==> src/rtl/uart_tx_serializer.sv <==
// rtl/uart_tx_serializer.sv - pops words from a show-ahead TX FIFO and serializes them LSB-first onto txd.
// Optional parity bit is built only when UART_TX_PARITY_EN is defined.
module uart_tx_serializer #(
  parameter int DATA_WIDTH = 8,
  parameter int DIV_WIDTH  = 16
) (
  input  logic                  clk,
  input  logic                  rstn,
  input  logic                  enable,
  input  logic [DIV_WIDTH-1:0]  baud_div,
  input  logic                  stop2,
  input  logic                  parity_odd,
  input  logic                  fifo_empty,
  input  logic [DATA_WIDTH-1:0] fifo_q,
  output logic                  fifo_rd_req,
  output logic                  txd,
  output logic                  busy,
  output logic                  tx_done
);

  localparam int BW = (DATA_WIDTH > 1) ? $clog2(DATA_WIDTH) : 1;

  typedef enum logic [2:0] {
    S_IDLE,
    S_START,
    S_DATA,
`ifdef UART_TX_PARITY_EN
    S_PARITY,
`endif
    S_STOP
  } state_t;

  state_t                state_q;
  logic [DATA_WIDTH-1:0] shift_q;
  logic [DIV_WIDTH-1:0]  div_q;
  logic [DIV_WIDTH-1:0]  cnt_q;
  logic [BW-1:0]         bit_q;
  logic                  stop2_q;
  logic                  txd_q;
  logic                  busy_q;
  logic                  done_q;
  logic                  done_d;

`ifdef UART_TX_PARITY_EN
  logic                  par_q;
`else
  logic                  unused_parity_odd;
  assign unused_parity_odd = parity_odd;
`endif

  logic                  bit_end;
  logic                  data_last;
  logic                  stop_last;
  logic                  enter_stop;
  logic [DATA_WIDTH-1:0] shift_nx;

  assign bit_end   = (cnt_q == div_q);
  assign data_last = (bit_q == BW'(DATA_WIDTH - 1));
  assign stop_last = (bit_q == BW'(stop2_q));
  assign shift_nx  = shift_q >> 1;

`ifdef UART_TX_PARITY_EN
  assign enter_stop = (state_q == S_PARITY) && bit_end;
`else
  assign enter_stop = (state_q == S_DATA) && bit_end && data_last;
`endif

  assign fifo_rd_req = rstn && (state_q == S_IDLE) && enable && !fifo_empty;

  // tx_done is registered, so predict whether the next cycle is the last stop cycle
  always_comb begin
    done_d = 1'b0;
    if (state_q == S_STOP) begin
      if (!bit_end)
        done_d = stop_last && ((cnt_q + DIV_WIDTH'(1)) == div_q);
      else if (!stop_last)
        done_d = (div_q == '0);
    end else if (enter_stop) begin
      done_d = (div_q == '0) && !stop2_q;
    end
  end

  always_ff @(posedge clk or negedge rstn) begin
    if (!rstn) begin
      state_q <= S_IDLE;
      shift_q <= '0;
      div_q   <= '0;
      cnt_q   <= '0;
      bit_q   <= '0;
      stop2_q <= 1'b0;
      txd_q   <= 1'b1;
      busy_q  <= 1'b0;
      done_q  <= 1'b0;
`ifdef UART_TX_PARITY_EN
      par_q   <= 1'b0;
`endif
    end else begin
      done_q <= done_d;
      case (state_q)
        S_IDLE: begin
          if (fifo_rd_req) begin
            shift_q <= fifo_q;
            div_q   <= baud_div;
            stop2_q <= stop2;
`ifdef UART_TX_PARITY_EN
            par_q   <= (^fifo_q) ^ parity_odd;
`endif
            cnt_q   <= '0;
            bit_q   <= '0;
            state_q <= S_START;
            txd_q   <= 1'b0;
            busy_q  <= 1'b1;
          end
        end
        S_START: begin
          if (bit_end) begin
            cnt_q   <= '0;
            bit_q   <= '0;
            state_q <= S_DATA;
            txd_q   <= shift_q[0];
          end else begin
            cnt_q <= cnt_q + DIV_WIDTH'(1);
          end
        end
        S_DATA: begin
          if (bit_end) begin
            cnt_q <= '0;
            if (data_last) begin
              bit_q <= '0;
`ifdef UART_TX_PARITY_EN
              state_q <= S_PARITY;
              txd_q   <= par_q;
`else
              state_q <= S_STOP;
              txd_q   <= 1'b1;
`endif
            end else begin
              bit_q   <= bit_q + BW'(1);
              shift_q <= shift_nx;
              txd_q   <= shift_nx[0];
            end
          end else begin
            cnt_q <= cnt_q + DIV_WIDTH'(1);
          end
        end
`ifdef UART_TX_PARITY_EN
        S_PARITY: begin
          if (bit_end) begin
            cnt_q   <= '0;
            bit_q   <= '0;
            state_q <= S_STOP;
            txd_q   <= 1'b1;
          end else begin
            cnt_q <= cnt_q + DIV_WIDTH'(1);
          end
        end
`endif
        S_STOP: begin
          if (bit_end) begin
            cnt_q <= '0;
            if (stop_last) begin
              bit_q   <= '0;
              state_q <= S_IDLE;
              busy_q  <= 1'b0;
            end else begin
              bit_q <= bit_q + BW'(1);
            end
          end else begin
            cnt_q <= cnt_q + DIV_WIDTH'(1);
          end
        end
        default: begin
          state_q <= S_IDLE;
          txd_q   <= 1'b1;
          busy_q  <= 1'b0;
        end
      endcase
    end
  end

  assign txd     = txd_q;
  assign busy    = busy_q;
  assign tx_done = done_q;

endmodule

==> config.mk <==
export PLATFORM = sky130hd
export DESIGN_NAME = uart_tx_serializer
export DESIGN_NICKNAME = d
export VERILOG_FILES = /design/src/rtl/uart_tx_serializer.sv
export SDC_FILE = /design/constraint.sdc
export NUM_CORES = 1
export LEC_CHECK = 0
export ABC_AREA = 1
export BUFFER_PORTS_ARGS = -buffer_cell sky130_fd_sc_hd__buf_2
export CELL_PAD_IN_SITES_DETAIL_PLACEMENT = 0
export CELL_PAD_IN_SITES_GLOBAL_PLACEMENT = 1
export CORE_ASPECT_RATIO = 0.7
export CORE_MARGIN = 4
export CORE_UTILIZATION = 39
export CTS_CLUSTER_SIZE = 12
export DETAILED_ROUTE_END_ITERATION = 10
export PLACE_DENSITY = 0.75
export SYNTH_ARGS = -nofsm -noshare
export SYNTH_HDL_FRONTEND = slang
export SYNTH_SLANG_ARGS = --single-unit
==> constraint.sdc <==
create_clock -name clk -period 1.6 [get_ports clk]
set_input_delay 0.16 -clock clk [delete_from_list [all_inputs] [get_ports clk]]
set_output_delay 0.16 -clock clk [all_outputs]
set_load 0.03 [all_outputs]
# Word level (Yosys, flattened, before mapping)
# Index checks and enable logic that the tools add are counted.
[totals]
reg_bits = 50
out_inout_bits = 4
wordCells = 84
[classes]
n_addsub = 2
n_eq_ne = 14
mux = 34
bitwise_logic = 2
n_reduce_logical = 23
[op_table]
columns = ["op", "n"]
rows = [
  ["$mux 3", 12],
  ["$eq 16x16->1", 2],
  ["$mux 16", 2],
  ["$pmux 16 s2", 1],
  ["$mux 8", 3],
  ["$pmux 3 s4", 2],
  ["$add 16x1->16 const B", 1],
  ["$logic_not 16->1", 1],
  ["$pmux 8 s2", 1],
  ["$ne 2x2->1 const B", 7],
  ["$reduce_and 4->1", 3],
  ["$mux 1", 11],
  ["$logic_and 1x1->1", 7],
  ["$eq 3x2->1 const B", 2],
  ["$reduce_and 6->1", 1],
  ["$reduce_and 5->1", 1],
  ["$pmux 1 s4", 1],
  ["$reduce_and 2->1", 2],
  ["$reduce_bool 2->1", 2],
  ["$reduce_bool 4->1", 1],
  ["$add 3x1->3 const B", 1],
  ["$eq 3x1->1", 1],
  ["$eq 3x1->1 const B", 1],
  ["$eq 3x3->1 const B", 1],
  ["6 further kinds", 8],
]

# Logic depth before layout (Yosys ltp)
# Gate-level depths: netlist of the first run.
[logic_depth]
depth_word = 6
depth_mapped = 12

# Least setup slack after synthesis of the first run
# OpenSTA, ideal clock, no wires.
[synth_timing]
path_kind = "reg-to-reg"
from = "register state_q[0]"
to = "register cnt_q[10]"
setup_time_ns = 0.133
arrival_ns = 1.583
required_time_ns = 1.467
path_slack_ns = -0.115
stages_incl_launch_ff = 9
n_path_buf = 1
cell_sequence = "dfrtp_1 -> inv_1 -> ha_1 -> nand3_1 -> nor2_2 -> nor2_1 -> inv_2 -> clkbuf_1 -> o22ai_1"
[synth_via]
elab_chain_cells = 6
word_cells_on_any_way = 12
cone_classes = "eq/ne (4); mux (1); reduce/logical (7)"
[synth_lines]
columns = ["item", "line", "text"]
rows = [
  ["start: declaration", "33", "state_t state_q;"],
  ["start signal: assignment", "85", "state_q <= S_IDLE;"],
  ["start signal: assignment", "110", "state_q <= S_START;"],
  ["start signal: assignment", "119", "state_q <= S_DATA;"],
  ["$logic_not 3->1", "68, 99", ""],
  ["$logic_and 1x1->1 (3 in a row)", "68", "assign fifo_rd_req = rstn && (state_q == S_IDLE) && enable && !fifo_empty;"],
  ["$ne 2x2->1 (no source line)", "n/a", ""],
  ["$reduce_and 2->1 (no source line)", "n/a", ""],
  ["end signal: assignment", "122", "cnt_q <= cnt_q + DIV_WIDTH'(1);"],
  ["end signal: assignment", "143", "cnt_q <= cnt_q + DIV_WIDTH'(1);"],
  ["end signal: assignment", "169", "cnt_q <= cnt_q + DIV_WIDTH'(1);"],
  ["end: declaration", "36", "logic [DIV_WIDTH-1:0] cnt_q;"],
]
# Parallel ways exist; a longest one is shown, timed or not.
# A chain may end at the register's enable or synchronous reset.

# Worst setup path after layout of the first run
[layout_timing]
from = "register cnt_q[2]"
to = "register shift_q[0]"
[layout_via]
elab_chain_cells = 3
[layout_lines]
columns = ["item", "line", "text"]
rows = [
  ["$eq 16x16->1", "57", "assign bit_end = (cnt_q == div_q);"],
  ["$ne 2x2->1 (no source line)", "n/a", ""],
  ["$reduce_and 4->1 (no source line)", "n/a", ""],
  ["end signal: assignment", "102", "shift_q <= fifo_q;"],
  ["end signal: assignment", "139", "shift_q <= shift_nx;"],
  ["end: declaration", "34", "logic [DATA_WIDTH-1:0] shift_q;"],
]
# Every way passes these cells.

==> results of run 1 <==
## cells in the final DEF, fill, tap and decap left out, types with 2 or more instances in the layout
cell type  Yosys  routed
nor3_1         2       2
buf_12         0       6
ha_4           0       2
nand2_1      136     107
nand3_4        1       3
inv_1         44      39
nand3_1       22      17
a21oi_1        6       2
o21ai_0       28      22
buf_6          1       7
ha_2           0       2
nand2_2        6      31
buf_2          0      31
o22ai_1       13       2
ha_1           7       3
nor4_1         4       4
o21ai_1        1       7
buf_4          1      92
nor2_2         7       9
xor2_2         0       2
nor2_1        25      13
nand3_2        0       4
nand2_4        2       6
a21oi_4        0       3
xor2_1        14      12
nand4_1        6       6
clkbuf_16      0       2
mux2i_1        7       7
dfrtp_2        0       5
nor2_4         0      10
clkbuf_8       0       5
dfrtp_1       48      43
o22ai_4        0       2
o21ai_2        8       8
inv_2         13      17
o22ai_2        0       9
## sequential cells by signal (all words and copies together), names as in the netlist
name,flops
state_q,2
stop2_q,1
tx_done,1
cnt_q,16
bit_q,3
busy,1
div_q,16
txd,1
shift_q,8
## worst max path at each step
stage | startpoint | to | slack, ns | cells past startpoint
after CTS | cnt_q[0]$_DFFE_PN0P_ | tx_done$_DFF_PN0_ | -0.03 | 10
after global routing | cnt_q[2]$_DFFE_PN0P_ | txd$_DFFE_PN1P_ | -0.22 | 12
after global placement | cnt_q[3]$_DFFE_PN0P_ | tx_done$_DFF_PN0_ | -0.14 | 9
after floorplan | state_q[0]$_DFFE_PN0P_ | shift_q[1]$_DFFE_PN0P_ | 0.03 | 10
after detailed placement | cnt_q[0]$_DFFE_PN0P_ | tx_done$_DFF_PN0_ | -0.19 | 10
final | cnt_q[2]$_DFFE_PN0P_ | shift_q[0]$_DFFE_PN0P_ | -0.05 | 11
## critical path, stage by stage (launching register included)
cell and delay, ns:
dfrtp_2 0.49, inv_2 0.06, nand2_2 0.07, nand2_2 0.06, nor2_2 0.11, nand2_2 0.08, nor2_4 0.12, nand2_4 0.12
nand2_4 0.11, nand3_4 0.16, nand2_2 0.10, o21ai_2 0.05
## logic make-up (layout without fill, tap and decap cells)
family	count (synthesis)	in the layout	synth area share, %
multiplexers	7	7	2.30
AO/OA/AOI/OAI	60	60	12.2
buffers and inverters	64	204	8.25
flip-flops	49	49	40.3
adder cells (fa/ha/maj)	7	7	2.87
AND/OR/NAND/NOR	211	212	29.8
XOR/XNOR	15	15	4.31
## repair_timing
action | in CTS | in global routing
resized for setup | 32 | 81
hold endpoints to repair | 0 | 0
pin swaps | 12 | 32
endpoints found under the setup margin | 40 | 34
gates cloned | 1 | 2
buffers inserted | 17 | 7
## final cells by class
cell class,count,area share (%)
multi-input combinational,301,41.2
inverter,57,4.56
sequential,49,26.0
tap,98,2.58
clock buffer,6,1.53
clock inverter,2,0.738
timing repair buffer,139,23.4
## layer usage
metal	wire, microns	GRT usage [%]	vias to the layer above	share of wire (%)
met5	0	0	-	0
met4	108	3.72	0	1.2
li1	-	-	1606	-
met1	4560	28.0	1481	49
met2	4070	29.8	78	44
met3	471	3.53	15	5.1
## per-stage QoR
stage,cells,TNS (ns),utilization [%],area (sq um)
after floorplan,413,0,-,3080
after detailed placement,618,-1.85,53.1,3960
after CTS,644,-0.276,58.5,4360
after global routing,652,-3.45,63.7,4750
after global placement,618,-1.05,53.1,3960
final,652,-0.436,63.7,4750
## power by group through the flow
stage                     sequential, uW  clock (uW)  combinational, uW
after global placement              2130           0               4150
final                               2210         906               5710
after detailed placement            2160           0               4190
after CTS                           2130         919               4810
after floorplan                     2120           0               2510
after global routing                2280         970               6220
==> run summary, run 1 <==
The tools report the static leakage power as 0.00229 uW. The run gives -0.0509 ns as the final setup slack of the worst path. The clock reaches the later pin of the worst-skew pair after 0.31 ns.

The tools report the end point of the worst hold path as div_q[3]$_DFFE_PN0P_. Setup violations remaining at the end of the flow were counted as 13. After layout, the worst path uses 103% of the clock period.

Data on the critical path arrives at its endpoint at 1.85 ns. Summing over every cut layer, the via total after detailed routing is 3180. Setup repair after global routing could not meet its margin everywhere. Worst hold slack across all endpoints: 0.0423 ns. The clock drives 49 sinks. The number of register bits inferred by synthesis was 49.

Counting flops with an async set or reset pin after synthesis yields a share of 100%. The yosys synthesis warning count was 0; the post-place setup slack was -0.193 ns. The library cell with the highest instance count after synthesis is nand2_1. The internal portion of the total power is 4970 uW. The number of failing hold endpoints at the final stage came out at 0. Counting instances in the post-synthesis netlist gives the leading cell types as 136 x nand2_1, 48 x dfrtp_1, 44 x inv_1. The max-slew violation count was 0; the power share of the clock group was 10.3%. The number of top-level pins was 34; the antenna diode instance count was 0. TritonCTS created 5 clock buffers. Of the cells placed in the final design, the portion with a size suffix greater than 1 is 47.5%. dfrtp_1 takes more of the synthesized area than any other cell. Area of the placeable core: 7450 sq um. The run gives 6190 microns as the final HPWL from detailed placement. The clock-pin slew of the registers on the worst-case setup and hold paths was 0.10 ns; the number of hold buffers added after cts was 0. Setup slack of the most critical reg-to-reg path: -0.05 ns.

The ratio of routed vias to standard cells was 4.88; the netlist area before placement was 3050 sq um. The final critical delay including setup and external delays works out to 1.65 ns. The die is 114 microns wide. The proportion of power drawn by flip-flops and latches is 25.0%, and the number of standard cells after synthesis is 413. The run finished, with violations left.

The starting utilization of the core area was 40.9%. The run gives 0 as the number of antenna violations at the first check in global routing. The largest voltage drop on the vdd net was 0.000814 V. After detailed routing, the average wire length per cell comes to 14.1 microns. Total routed wirelength: 9210 microns. Endpoint of the worst register-to-register path: shift_q[0]$_DFFE_PN0P_. Dividing the synthesized area by the synthesized cell count gives 7.38 sq um.

The largest fanout on the critical path was 8. Buffers placed on the I/O ports in this run total 32. Counting flops with a built-in enable in the synthesized netlist gives 0.

Root buffer cell: clkbuf_8. The area of all sequential standard cells is 1230 sq um, and the DRC marker count from the first detailed-route iteration is 221. Across the run, the number of max-cap violations was 0.

Via count of the first global-routing pass: 2956. Clock skew on the completed layout was measured at 0.00830 ns. The worst setup path is launched from a register. Relative to the synthesized area, the layout overhead comes to 55.8%. Startpoint of the tightest hold check path: baud_div[3].

The startpoint identified for the worst register-to-register timing path is cnt_q[2]$_DFFE_PN0P_. The height of the die was 82.0 microns. The switching power as a share of total power works out to 43.7%. Along the worst hold path, the cell count comes to 3. The final reports fail on negative setup slack. The initialized floorplan defines 26 standard-cell rows. In this run the worst hold path is classified as in -> reg. At the worst endpoint, the required time is 1.80 ns. The run gives 590 as the final net count. The tools report the wire length of the first global-routing pass as 14100 microns. The area share of the largest cell type after synthesis works out to 39.4%. Based on the critical path, the design can be clocked at up to 606 MHz. At the pin with the least slew margin, the transition time is 0.655 ns.

The prevailing post-synth register cell was dfrtp_1. The tools report the number of inserted filler cells in the final layout as 644. The logs give 0 for the count of nets left with antenna violations after detail routing and 2 for the buffer levels on the longest clock path. TritonCTS built the clock tree. The residual DRC count came out at 0. Synthesis produced a netlist with a net count of 450. The power density normalized to cell area works out to 1860 nW/um^2. Of the total power, combinational logic draws 64.7%.

The worst setup path is of the reg -> reg kind. The H-tree was split into 2 levels. Yosys attributes the largest share of cell area to dfrtp_1 39%, nand2_1 17%, inv_1 5.4%. Entering global routing, the biggest net connects 50 pins. The switching power is 3850 uW, and the sequential share of the synthesized area is 40.3%. At the end of routability-driven placement, the weighted congestion stood at 0.909. Headroom to the max-slew limit came out at 56.3%.

The overall power came out at 8820 uW. Global routing used 19.2% of the available tracks. The first detailed-routing pass ran for 5 iterations. Number of unique standard cell types used by synthesis: 30. The cell count of the worst reg-to-reg path is 11.

The area occupied by multi-input gates came out at 1960 sq um. Sort of element at the end of the critical path: a register. The overall die area came out at 9320 sq um. The remaining global-route overflow was 0.
Power figures use the tool's default switching activity.
==> inputs of run 2 (changes only) <==
- clock period: 1.6 -> 1.45 ns (I/O delays scaled with it)
==> run summary, run 2 (synthesis results as in run 1) <==
The number of failing hold endpoints at the final stage is 0, and the slew of the pin with the lowest slew margin is 0.674 ns. The top cell types in the final layout, fill and taps aside, are 113 x buf_4, 98 x nand2_1, 42 x dfrtp_1. Once detail routing completed, the nets flagged for antenna violations numbered 0. The finished layout holds 682 standard cells, fillers aside. For this configuration, the core starts out at a cell density of 40.9%.

Compared with the post-synthesis result, the final layout area differs by 64.7%. Classification of the worst-slack hold path: in -> async. For this design, the sink count on the clock tree is 49. The final critical delay including setup and external delays is 1.67 ns. The library cell used most frequently in the layout, excluding fill and tap cells, is buf_4.

The remaining global-route overflow came out at 0. Static leakage power: 0.00246 uW. The antenna diode instance count is 0, and the worst endpoint required time is 1.65 ns. In this run the tool buffered the top-level ports with 32 buffer cells.

For the overall routing resource usage, the log shows 20.9%. For the worst setup path, the data arrival time is 1.87 ns. Net switching is 44.1% of the power. The max-slew violation count was 0.

In this run the clock root is driven by a clkbuf_8. The wire length of the first global-routing pass was 15400 microns; the residual DRC count was 0. After floorplanning, the core was sized to cover 7450 sq um.

Setup repair after global routing could not meet its margin everywhere. The logs give 26 for the placement row count and 6390 microns for the final HPWL from detailed placement. The H-tree generated during clock tree synthesis spans 2 levels.

The longest clock path from root to sink contains 2 buffers. The tools report the global placement routability congestion as 0.889. The flow ran to the end, but the final reports show violations. The pre-antenna-repair detailed-routing pass consisted of 4 iterations.

TritonCTS built the clock tree. The final-report setup violation count came out at 39. The final reports fail on negative setup slack. In this run the horizontal extent of the chip is 114 microns.

The pin count of the biggest net entering global routing was 50; the final cycle utilization of the critical path was 115%. Of the total power, combinational logic draws 66.8%. Max-cap violations in this run came to 0.

The power density normalized to cell area was 1960 nW/um^2; the total internal power was 5500 uW. The number of antenna violations at the first check in global routing was 0. Using the TritonRoute via totals, the vias-per-cell ratio works out to 4.87. For this run, the post-layout net count is 620. The worst setup path category was reg -> reg. The final setup slack of the worst path came out at -0.217 ns.

The clock skew after layout is 0.00838 ns, and the maximum frequency from static timing analysis is 600 MHz. The logs give 0.000985 V for the largest voltage drop on the vdd net and 24.6% for the proportion of power drawn by flip-flops and latches. Height of the die: 82.0 microns. The fraction of layout instances using a drive strength above 1 is 55.0%, and the utilization after layout is 67.4%. The tools report the number of hold buffers added after cts as 0. The worst setup path is launched from a register. The average wire length per cell after detail routing was 14.1 microns. Measured against its own limit, the worst slew margin works out to 55.1%. For this block, the initial DRC count from the detailed router was 118. Clock tree synthesis inserted a total of 5 buffers. After clock tree synthesis, the clock-pin slew on the worst setup and hold paths is 0.10 ns. The largest registers in the layout are cnt_q x16, div_q x16, shift_q x8. The die covers 9320 sq um. The via total after detailed routing was 3323; the via count of the first global-routing pass was 3192.

The power share of the clock group is 8.7%. After detailed placement, the design holds a cell count of 646. The switching power came out at 4340 uW.

Along the worst path, the maximum fanout reaches 5. After detailed routing, the total wire length is 9630 microns. The worst setup path is captured at a register. 34 I/O pins were placed.

The logs give 0.0297 ns for the worst hold slack across all endpoints and 0.31 ns for the worst-skew pair later-pin latency.
[run 2: through the flow]
step	setup WS [ns]	TNS (ns)	area [sq um]	power, uW
floorplan	-0.119	-0.674	3110	5160
global placement	-0.218	-4.59	4160	7300
detailed placement	-0.273	-5.83	4160	7370
CTS	-0.168	-3.76	4540	8860
global route	-0.300	-8.87	5020	10600
finish	-0.217	-5.28	5020	9840
[run 2: layout make-up]
class | instances | area (sq um)
Clock buffer | 5 | 68.8
Multi-Input combinational cell | 301 | 2030
Fill cell | 638 | 2430
Inverter | 57 | 221
Tap cell | 98 | 123
Clock inverter | 3 | 17.5
Timing Repair Buffer | 169 | 1330
Sequential cell | 49 | 1230
[run 2: per-layer routing]
metal	part of all wire [%]	up-vias	global-route usage (%)
met5	0	-	0
met4	0.81	0	3.12
met3	4.4	8	3.24
met2	44	67	32.3
met1	51	1571	31.5
li1	-	1677	-
[run 2: worst paths after layout]
kind,startpoint,to,slack (ns),depth (start not counted)
setup / recovery,cnt_q[0]$_DFFE_PN0P_,tx_done$_DFF_PN0_,-0.22,12
hold / removal,rstn,cnt_q[10]$_DFFE_PN0P_,0.03,2
setup reg to reg,cnt_q[0]$_DFFE_PN0P_,tx_done$_DFF_PN0_,-0.22,12
hold reg to reg,txd$_DFFE_PN1P_,txd$_DFFE_PN1P_,0.46,2
max in group asynchronous,rstn,cnt_q[0]$_DFFE_PN0P_,0.92,2
min in group clk,baud_div[10],div_q[10]$_DFFE_PN0P_,0.03,3
[run 2: timing repair]
item                                    CTS  global route
pin swaps                                16            44
resized for setup                        49           117
hold endpoints to repair                  0             0
endpoints found under the setup margin   40            48
setup buffers                            15            13
cloned                                    1             2
[run 2: critical path, cell delays in order (launching register included)]
cell	delay (ns)
dfrtp_2	0.46
ha_4	0.19
nand2_1	0.08
nor2_2	0.16
nand2_2	0.10
nor2_4	0.14
nand2_2	0.08
nand3_1	0.08
nand2_1	0.05
nand2_1	0.06
nor2_1	0.04
nand3_1	0.06
nand2_1	0.07
[run 2: power groups by stage]
stage	sequential [uW]	combinational, uW	clock [uW]
finish	2420	6570	854
global route	2490	7190	930
CTS	2370	5620	872
detailed placement	2380	5000	0
global placement	2350	4950	0
floorplan	2340	2820	0
==> inputs of run 3 (changes only) <==
- SKIP_CTS_REPAIR_TIMING: not set -> 1
==> run summary, run 3 (synthesis results as in run 1) <==
The run finished, with violations left. Count of nets left with antenna violations after detail routing: 0. STA classifies the critical path startpoint as a register. Setup repair after global routing could not meet its margin everywhere. The placement row count is 26, and the largest voltage drop on the vdd net is 0.000895 V. The run gives 5 as the total clock buffers created by CTS.

The final reports fail on negative setup slack. The run gives 0 as the number of antenna violations at the first check in global routing. Data on the critical path is required at its endpoint by 1.66 ns. The count of buffers added on input and output ports is 32. For the final database, setup skew stands at 0.00614 ns.

The starting utilization of the core area was 40.9%. The routed design has 8620 microns of wire. Setup violations remaining at the end of the flow were counted as 33. At the pin with the least slew margin, the transition time is 0.655 ns. The setup slack of the most critical reg-to-reg path came out at -0.19 ns.

The tools report the max-slew violation count as 0. In this run the power density over the cells is 1990 nW/um^2. The critical path is of the reg -> reg type. The overall die area is 9320 sq um, and the clock-pin slew of the registers on the worst-case setup and hold paths is 0.10 ns.

The finished cells cover 4690 sq um. The ratio of routed vias to standard cells is 4.77, and the via total after detailed routing is 3197. The post-route netlist has 47.4% of its cells at a drive strength greater than 1. Routability-driven placement finished with a final weighted congestion of 0.889.

The buffer levels on the longest clock path is 2, and the TritonCTS sink count is 49. The commonest non-fill, non-tap cell in the layout was nand2_1. Of all nets on the critical path, the largest fanout is 8. The final cycle utilization of the critical path is 113%. After detailed placement, the total cell area comes to 4160 sq um.

The first routing iteration left 121 violations. The tool flagged a number of max-cap violations equal to 0. The number of failing hold endpoints at the final stage is 0. The wire length of the first global-routing pass came out at 14200 microns.

The die outline width was 114 microns; the detailed-router iteration count before antenna repair was 4. In this run the count of I/O pins placed on the die edge is 34. In this run the static leakage power is 0.00230 uW.

For the via count of the first global-routing pass, the log shows 2987. TritonCTS built the clock tree. 0 antenna diodes ended up in the layout. Leaving out fill and tap cells, the most frequent cells in the layout are 115 x nand2_1, 114 x buf_4, 42 x dfrtp_1. The final critical delay including setup and external delays was 1.64 ns. Dividing the detail-routed wire length by the instance count gives 12.9 microns. The total area inside the core boundary comes to 7450 sq um. For this run, the total global-route usage over all layers was measured as 19.0%. After the last flow step, the layout net total stands at 608. The tools report the final setup slack of the worst path as -0.193 ns.

In this run the tightest slew margin relative to its limit is 56.3%. For the worst setup path, the data arrival time is 1.85 ns. After legalization and detailed placement, the total HPWL measured 6390 microns. The H-tree was split into 2 levels. The path class of the tightest hold or removal check is in -> async. The clock reaches the later pin of the worst-skew pair after 0.31 ns. In the routed design, unresolved DRC markers number 0. Relative to the synthesized area, the layout overhead comes to 53.8%. The number of inserted filler cells in the final layout was 665. Entering global routing, the biggest net connects 50 pins. After global routing the overflow that remains totals 0. The largest registers in the layout are cnt_q x16, div_q x16, shift_q x8. Derived from the worst setup path, the maximum achievable clock frequency is 609 MHz.

STA classifies the critical path endpoint as a register. The root buffer cell is clkbuf_8. The overall power was 9330 uW.

Height of the die: 82.0 microns.
-- run 3: cell types whose count changed in the layout (fill, tap and decap cells not counted), sizes merged --
cell    previous run  this run
buf              167       157
clkbuf             7         5
-- run 3: worst paths after layout --
path,startpoint,to,cells after the start
worst max-delay path,state_q[0]$_DFFE_PN0P_,shift_q[5]$_DFFE_PN0P_,10
worst min-delay path,rstn,cnt_q[10]$_DFFE_PN0P_,2
worst max register to register,state_q[0]$_DFFE_PN0P_,shift_q[5]$_DFFE_PN0P_,10
worst min register to register,txd$_DFFE_PN1P_,txd$_DFFE_PN1P_,2
max in group asynchronous,rstn,cnt_q[2]$_DFFE_PN0P_,2
min in group clk,baud_div[5],div_q[5]$_DFFE_PN0P_,3
-- run 3: per-layer routing --
| metal | global-route usage [%] | up-vias | part of all wire (%) |
|---|---|---|---|
| li1 | - | 1649 | - |
| met1 | 29.2 | 1499 | 54 |
| met2 | 28.2 | 47 | 43 |
| met3 | 3.24 | 2 | 3.1 |
| met4 | 3.12 | 0 | 0.31 |
| met5 | 0 | - | 0 |
-- run 3: final cells by class --
cell class                 count  area (sq um)  area share (%)
clock buffer                   5          68.8            1.47
clock inverter                 3          17.5           0.374
inverter                      57           219            4.67
multi-input combinational    301          1850            39.6
sequential                    49          1230            26.3
tap                           98           123            2.62
timing repair buffer         157          1170            25.0
-- run 3: power breakdown --
group	internal (uW)	switching, uW	total [uW]
sequential	1920	496	2420
combinational	3010	3050	6060
clock	335	521	857
-- run 3: per-stage QoR --
| step | utilization [%] | hold WS (ns) | cells | TNS (ns) | setup slack [ns] |
|---|---|---|---|---|---|
| floorplan | - | -0.151 | 413 | -0.674 | -0.119 |
| global placement | 55.9 | 0.350 | 646 | -4.59 | -0.218 |
| detailed placement | 55.9 | 0.355 | 646 | -5.83 | -0.273 |
| CTS | 57.1 | 0.0287 | 654 | -7.00 | -0.486 |
| global route | 62.9 | 0.0349 | 670 | -8.23 | -0.287 |
| finish | 62.9 | 0.0220 | 670 | -4.63 | -0.193 |
-- run 3: critical path, cell delays in order (launching register included) --
cell	delay [ns]
dfrtp_1	0.43
inv_2	0.08
ha_4	0.18
nand3_4	0.06
nor2_4	0.04
buf_6	0.12
nor2_4	0.16
clkinv_4	0.13
buf_12	0.15
nand3_4	0.12
o21ai_2	0.08
